**src/rtl/dec_rr_arbiter.sv**
```systemverilog
// rtl/dec_rr_arbiter.sv - round-robin arbiter driving a shared 3-to-8 decoder (optional hold timeout: HOLD_TIMEOUT_EN)
module dec_rr_arbiter #(
    parameter int MAX_HOLD = 16
) (
    input  logic       clk,
    input  logic       rst_n,
    input  logic       en,
    input  logic [7:0] req,
    output logic [7:0] gnt,
    output logic [2:0] gnt_idx,
    output logic       gnt_vld
);

    typedef enum logic {
        IDLE  = 1'b0,
        GRANT = 1'b1
    } state_t;

    state_t     state;
    logic [2:0] ptr;
    logic [2:0] next_start;
    logic [2:0] win_ptr;
    logic [2:0] win_next;

`ifdef HOLD_TIMEOUT_EN
    localparam logic [7:0] HOLD_LAST = 8'(MAX_HOLD - 1);
    logic [7:0] hold_cnt;
`endif

    // First set request bit scanning start, start+1, ... modulo 8.
    // Scanning from the far end down lets the nearest hit win without a found flag.
    function automatic logic [2:0] rr_pick(input logic [7:0] r, input logic [2:0] start);
        logic [2:0] cand;
        logic [2:0] pick;
        pick = start;
        for (int i = 7; i >= 0; i--) begin
            cand = start + 3'(i);
            if (r[cand]) pick = cand;
        end
        return pick;
    endfunction

    // Two candidate winners: one from the stored pointer, one from just past the owner.
    always_comb begin
        next_start = gnt_idx + 3'd1;
        win_ptr    = rr_pick(req, ptr);
        win_next   = rr_pick(req, next_start);
    end

    // Arbitration state machine with registered grant outputs.
    always_ff @(posedge clk or negedge rst_n) begin
        if (!rst_n) begin
            state   <= IDLE;
            gnt     <= 8'h00;
            gnt_idx <= 3'd0;
            gnt_vld <= 1'b0;
            ptr     <= 3'd0;
`ifdef HOLD_TIMEOUT_EN
            hold_cnt <= 8'd0;
`endif
        end else begin
            case (state)
                IDLE: begin
                    if (en && (req != 8'h00)) begin
                        state   <= GRANT;
                        gnt_vld <= 1'b1;
                        gnt_idx <= win_ptr;
                        gnt     <= 8'h01 << win_ptr;
`ifdef HOLD_TIMEOUT_EN
                        hold_cnt <= 8'd0;
`endif
                    end
                end
                GRANT: begin
                    if (!en) begin
                        // Disable drops the grant but keeps the pointer so re-enable resumes fairly.
                        state   <= IDLE;
                        gnt     <= 8'h00;
                        gnt_idx <= 3'd0;
                        gnt_vld <= 1'b0;
`ifdef HOLD_TIMEOUT_EN
                        hold_cnt <= 8'd0;
`endif
                    end else if (!req[gnt_idx]) begin
                        ptr <= next_start;
                        if (req != 8'h00) begin
                            // Hand straight over to the next requester, no dead cycle.
                            gnt_idx <= win_next;
                            gnt     <= 8'h01 << win_next;
                        end else begin
                            state   <= IDLE;
                            gnt     <= 8'h00;
                            gnt_idx <= 3'd0;
                            gnt_vld <= 1'b0;
                        end
`ifdef HOLD_TIMEOUT_EN
                        hold_cnt <= 8'd0;
`endif
                    end else begin
`ifdef HOLD_TIMEOUT_EN
                        if (hold_cnt == HOLD_LAST) begin
                            // Owner used its full slot: re-arbitrate past it; it wins again only if alone.
                            ptr      <= next_start;
                            gnt_idx  <= win_next;
                            gnt      <= 8'h01 << win_next;
                            hold_cnt <= 8'd0;
                        end else begin
                            hold_cnt <= hold_cnt + 8'd1;
                        end
`endif
                    end
                end
                default: begin
                    state   <= IDLE;
                    gnt     <= 8'h00;
                    gnt_idx <= 3'd0;
                    gnt_vld <= 1'b0;
                end
            endcase
        end
    end

endmodule
```
**config.mk**
```make
export PLATFORM = sky130hd
export DESIGN_NAME = dec_rr_arbiter
export DESIGN_NICKNAME = d
export VERILOG_FILES = /design/src/rtl/dec_rr_arbiter.sv
export SDC_FILE = /design/constraint.sdc
export NUM_CORES = 1
export LEC_CHECK = 0
export ABC_AREA = 0
export BUFFER_PORTS_ARGS = -buffer_cell sky130_fd_sc_hd__buf_2
export CAP_MARGIN = 10
export CORE_MARGIN = 1.5
export CORE_UTILIZATION = 55
export CTS_CLUSTER_DIAMETER = 150
export DETAILED_ROUTE_END_ITERATION = 10
export GPL_TIMING_DRIVEN = 0
export PLACE_DENSITY = 0.81
export REMOVE_ABC_BUFFERS = 1
export SLEW_MARGIN = 20
export SYNTH_ARGS = -nofsm -noshare
export SYNTH_HDL_FRONTEND = slang
export SYNTH_SLANG_ARGS = --single-unit
```
**constraint.sdc**
```tcl
create_clock -name clk -period 3.09 [get_ports clk]
set_input_delay 0.4635 -clock clk [delete_from_list [all_inputs] [get_ports clk]]
set_output_delay 0.4635 -clock clk [all_outputs]
set_load 0.005 [all_outputs]
```
==> reports/metrics.cfg, run 1 <==
[synth]
synthMuxAreaShare_pct = 35.11
seq_area_frac_synth_pct = 15.80
yosys.area_share.adder_pct = 2.370
synth_top_area_cell = mux4_1
syn_area_um2 = 2534
synth_edf_count = 0
ys_ff_latch = 16
async_flop_share_pct = 100.0
synth-simple-area-share_pct = 16.99
synth_area_per_cell_um2 = 9.783
synthXorXnorAreaFrac_pct = 4.889
netlist_instances = 259
synth.distinct_cells = 59
synth_top_area_share_pct = 21.78
synth_top_family_by_area = multiplexers
synth_top_flop_cell = dfrtp_1
yosys-top-cells-area = mux4_1 (22%), dfrtp_1 (16%), nand2_1 (5.8%)
synth_compound_area_share_pct = 17.04
synth_warnings = 0

[global_route]
grt_overflow = 0
track_usage_pct = 25.89
grt_pass1_vias = 2104
grt_start_max_net_pins = 21
grt_pass1_wl_mm = 10.40
antenna_found_initial = 0

[sta]
finalMaxSlewViolations = 0
finalSetupViolations = 0
slew_headroom_pct = 56.79
hold_viol = 0
max_clock_freq_mhz = 333.2
min_period_ns = 3.001
worst_slew_pin_slew_ns = 0.6457
finClkSkew_ns = 0.004011
period_share_pct = 97.13
hold_ws_ns = 0.1144

[cts]
cts_sinks = 16
clk_pin_slew_worst_paths_ns = 0.06
cts_hold_buf = 0
clk_latency_ns = 0.25
cts_max_level = 1
clockBufferDepth = 2
clockRootBuffer = clkbuf_8
cts_tree = done
numCtsBuffers = 3

[run_status]
status = completed

[finish]
drive_gt1_share_pct = 32.98
insertedDiodeCount = 0
n_fill_cell = 332
syn_to_final_growth_pct = 13.98
nets = 299

[setup_path]
crit_fanout = 8
crit_path_start = gnt_idx[0]
cpPeakStageDelay_ns = 0.57
cp_data_arrival_time_ns = 3.16
crit_path_end_kind = flip-flop
cp_slowest_cell = mux4_1
crit_required_ns = 3.25
crit_chain = inv_2, ha_4, buf_6, buf_4, mux4_1, o21bai_1, o221ai_2, a21o_1, a31oi_1, o31ai_2, a21o_1, o211ai_1
start_kind = flip-flop
crit_type = flip-flop to flip-flop
rr_startpoint = gnt_idx[0]
crit_top_cell = a21o_1

[place]
gp_congestion = 0.9425
dpl.hpwl_mm = 4.131
portBuffers = 22

[routing]
drt_iter0_drc = 363
num_vias = 2386
ant_nets = 0
viasPerCell = 7.144
drc = 0
wirelength_mm = 6.827
drt_pre_antenna_iters = 5
routedWlPerCell_um = 20.44

[floorplan]
rows = 24
die_w_um = 70.87
coreArea_um2 = 4384
start_util_pct = 57.79
io_pins = 23
die_h_um = 70.87
die-area_um2 = 5023

[hold_path]
worstHoldPathType = primary input to async pin

[flow_run]
drv_cap = 0

-- what timing repair did --
item,4_1_cts,5_1_grt
endpoints found under the setup margin,11,10
cloned,0,1
gates resized for setup,14,33
buffers inserted,10,9
pin swaps,2,12
-- final timing paths --
path | end | slack (ns) | cells past startpoint
max | gnt[5] | 0.09 | 12
min | gnt[0] | 0.11 | 1
max reg2reg | gnt[5] | 0.09 | 12
min reg2reg | gnt[6] | 0.49 | 2
max in group asynchronous | ptr[0] | 2.67 | 1
min in group clk | gnt[6] | 0.49 | 2
-- cell families (layout without fill, tap and decap cells) --
family | Yosys count | count (layout)
AOI/OAI and AO/OA | 61 | 61
xor gates and xnor gates | 11 | 11
adders and majority gates | 5 | 5
buffers and inverters | 32 | 54
DFF | 16 | 16
muxes | 47 | 47
and+or+nand+nor | 87 | 88
-- cell usage in the layout, fill, tap and decap left out, types with 4 or more instances in the layout --
master     n
nand3b_1   5
and2_1     4
mux2_2     8
a21oi_1   13
nand2_1   39
nand2b_1   4
mux2i_1    7
inv_1      9
mux4_1    17
buf_2     23
nor2_1    15
o21ai_0    6
mux4_2     9
dfrtp_1   11
buf_4     14
o211ai_1   7
mux2i_2    4
xor2_1     5
-- layer usage --
layer	part of all wire (%)	vias up	track usage [%]
li1	-	1049	-
met1	40	1162	37.47
met2	48	155	42.16
met3	9.6	20	3.419
met4	2.4	0	5.451
met5	0	-	0
-- state kept, by name, indices dropped and copies added (netlist names) --
| register | count |
|---|---|
| ptr | 3 |
| gnt | 8 |
| state | 1 |
| gnt_vld | 1 |
| gnt_idx | 3 |
-- cells in the mapped netlist (6+ instances only) --
| cell | instances |
|---|---|
| buf_6 | 8 |
| mux4_1 | 21 |
| mux2i_1 | 12 |
| nand2_1 | 39 |
| buf_2 | 6 |
| inv_1 | 10 |
| nor2_1 | 15 |
| mux2_2 | 8 |
| o21ai_0 | 8 |
| o211ai_1 | 7 |
| a21oi_1 | 15 |
| dfrtp_1 | 16 |
-- metrics by stage --
| stage | setup slack [ns] | utilization [%] | area [um^2] | std cells | setup TNS, ns |
|---|---|---|---|---|---|
| 2_1_floorplan | -0.4450 | - | 2374 | 237 | -3.695 |
| 3_3_place_gp | -0.9462 | 58.13 | 2549 | 311 | -9.224 |
| 3_5_place_dp | -0.9992 | 58.13 | 2549 | 311 | -9.923 |
| 4_1_cts | 0.006913 | 61.82 | 2710 | 324 | 0 |
| 5_1_grt | -0.01126 | 65.87 | 2888 | 334 | -0.01126 |
| 6_report | 0.08864 | 65.87 | 2888 | 334 | 0 |
-- critical path: cells and delay by family (launching register included) --
| kind | cells | cell delay (ns) |
|---|---|---|
| AOI/OAI and AO/OA | 7 | 1.25 |
| adders and majority gates | 1 | 0.33 |
| buffers and inverters | 3 | 0.33 |
| DFF | 1 | 0.43 |
| muxes | 1 | 0.57 |
-- area by class of cell --
class                      count  area [um^2]  area share, %
tap                           52        65.06          2.253
multi-input combinational    212         2071          71.71
sequential                    16        414.1          14.34
clock buffer                   3        41.29          1.430
inverter                      10        37.54          1.300
timing repair buffer          41        259.0          8.969
Power of run 1 is not shown: default switching activity piles up to over one toggle a cycle in this logic, so the estimate is an artifact.
==> run 2: changes to the inputs <==
--- a/config.mk
+++ b/config.mk
@@ -9,11 +9,11 @@
 export BUFFER_PORTS_ARGS = -buffer_cell sky130_fd_sc_hd__buf_2
 export CAP_MARGIN = 10
 export CORE_MARGIN = 1.5
-export CORE_UTILIZATION = 55
+export CORE_UTILIZATION = 61
 export CTS_CLUSTER_DIAMETER = 150
 export DETAILED_ROUTE_END_ITERATION = 10
 export GPL_TIMING_DRIVEN = 0
-export PLACE_DENSITY = 0.81
+export PLACE_DENSITY = 0.85
 export REMOVE_ABC_BUFFERS = 1
 export SLEW_MARGIN = 20
 export SYNTH_ARGS = -nofsm -noshare
==> constraint.sdc (replaced) <==
create_clock -name clk -period 3.06 [get_ports clk]
set_input_delay 0.459 -clock clk [delete_from_list [all_inputs] [get_ports clk]]
set_output_delay 0.459 -clock clk [all_outputs]
set_load 0.005 [all_outputs]
==> reports/metrics.cfg, run 2 (synthesis results as in run 1) <==
[sta]
slew_headroom_pct = 57.19
finClkSkew_ns = 0.0008173
min_period_ns = 3.052
hold_viol = 0
worst_slew_pin_slew_ns = 0.6397
period_share_pct = 99.73
max_clock_freq_mhz = 327.7
fin_ws_ns = 0.008288
finalMaxSlewViolations = 0
finalSetupViolations = 0

[cts]
clockRootBuffer = clkbuf_8
cts_sinks = 16
numCtsBuffers = 3
cts_hold_buf = 0
cts_tree = done
clk_latency_ns = 0.25
clockBufferDepth = 2
clk_pin_slew_worst_paths_ns = 0.06
cts_max_level = 1

[setup_path]
r2r_cells = 12
crit_path_end_kind = flip-flop
r2r_end = gnt[5]
rrSetupSlack_ns = 0.008
crit_fanout = 7
cp_data_arrival_time_ns = 3.21
crit_required_ns = 3.22
crit_path_start = gnt_idx[0]
start_kind = flip-flop
crit_type = flip-flop to flip-flop
rr_startpoint = gnt_idx[0]

[floorplan]
rows = 23
die_h_um = 67.45
die-area_um2 = 4550
coreArea_um2 = 4000
die_w_um = 67.45
io_pins = 23
start_util_pct = 63.34

[finish]
layout_common_cells = nand2_1 (38), buf_2 (23), buf_4 (17), a21oi_1 (14)
fin_area_um2 = 2913
layout_commonest_cell = nand2_1
n_fill_cell = 266
insertedDiodeCount = 0
largestRegisters = gnt: 8 flops, gnt_idx: 3 flops, ptr: 3 flops
fin_cells = 332
top_register = gnt
drive_gt1_share_pct = 37.23
nets = 299
largest_reg_flops = 8
syn_to_final_growth_pct = 14.96

[global_route]
grt_pass1_wl_mm = 9.915
grt_start_max_net_pins = 21
antenna_found_initial = 0
grt_overflow = 0
grt_pass1_vias = 1980
track_usage_pct = 29.10

[place]
portBuffers = 22
placed_area_um2 = 2546
pre_cts_slack_ns = -1.112
gp_congestion = 0.9074
dpl.hpwl_mm = 4.117
place_inst = 309

[routing]
ant_nets = 0
drt_pre_antenna_iters = 5
routedWlPerCell_um = 20.58
drc = 0
num_vias = 2357
viasPerCell = 7.099
wirelength_mm = 6.831
drt_iter0_drc = 368

[run_status]
status = completed

[hold_path]
worstHoldPathType = primary input to async pin

[flow_run]
drv_cap = 0

-- run 2: cell types whose count changed in the layout (fill, tap and decap cells not counted), moves of 2 or more --
cell	change
mux4_1	-4
mux4_2	+4
buf_4	+3
a21oi_2	-2
mux2i_4	+2
nor2_1	-2
nor2_2	+2
o21ai_0	-2
-- run 2: routing by layer --
metal | global-route usage [%] | part of all wire [%] | vias to the layer above | wire length (um)
li1 | - | - | 1051 | -
met1 | 43.39 | 41 | 1133 | 2782
met2 | 46.78 | 49 | 149 | 3319
met3 | 2.667 | 8.5 | 24 | 584
met4 | 5.102 | 2.1 | 0 | 144
met5 | 0 | 0 | - | 0
-- run 2: critical path, stage by stage (launching register included) --
cell	delay (ns)
dfrtp_4	0.45
inv_4	0.06
ha_4	0.31
buf_4	0.16
buf_4	0.14
mux4_2	0.51
o21bai_1	0.15
o221ai_1	0.15
a21o_1	0.21
a31oi_1	0.25
o31ai_2	0.11
a21o_1	0.22
o211ai_1	0.22
-- run 2: worst max-delay path by stage --
stage | to | slack, ns | cells past startpoint
floorplan | gnt[7] | -0.47 | 9
finish | gnt[5] | 0.008 | 12
global route | gnt[5] | -0.09 | 12
global placement | gnt[7] | -1.05 | 10
detailed placement | gnt[7] | -1.11 | 10
CTS | gnt[4] | -0.02 | 10
-- run 2: what timing repair did --
item | in CTS | in global routing
pin swaps | 5 | 13
hold endpoints to repair | 0 | 0
resized for setup | 18 | 47
buffers inserted | 13 | 7
setup endpoints to repair | 11 | 10
-- run 2: stage by stage --
stage	utilization [%]	setup TNS (ns)	hold slack (ns)
2_1_floorplan	-	-4.025	0.1634
3_3_place_gp	63.65	-10.04	0.3827
3_5_place_dp	63.65	-10.62	0.3880
4_1_cts	68.50	-0.03376	0.1198
5_1_grt	72.82	-0.3288	0.1449
6_report	72.82	0	0.1060
-- run 2: area by class of cell --
type                    instances  area (um^2)  area share (%)
multi-input cells             211         2088           71.69
flip-flops and latches         16        415.4           14.26
repair buffers                 42        265.3           9.107
well taps                      50        62.56           2.148
clock buffers                   3        41.29           1.418
inverters                      10        40.04           1.375
Power of run 2 is left out for the same reason.
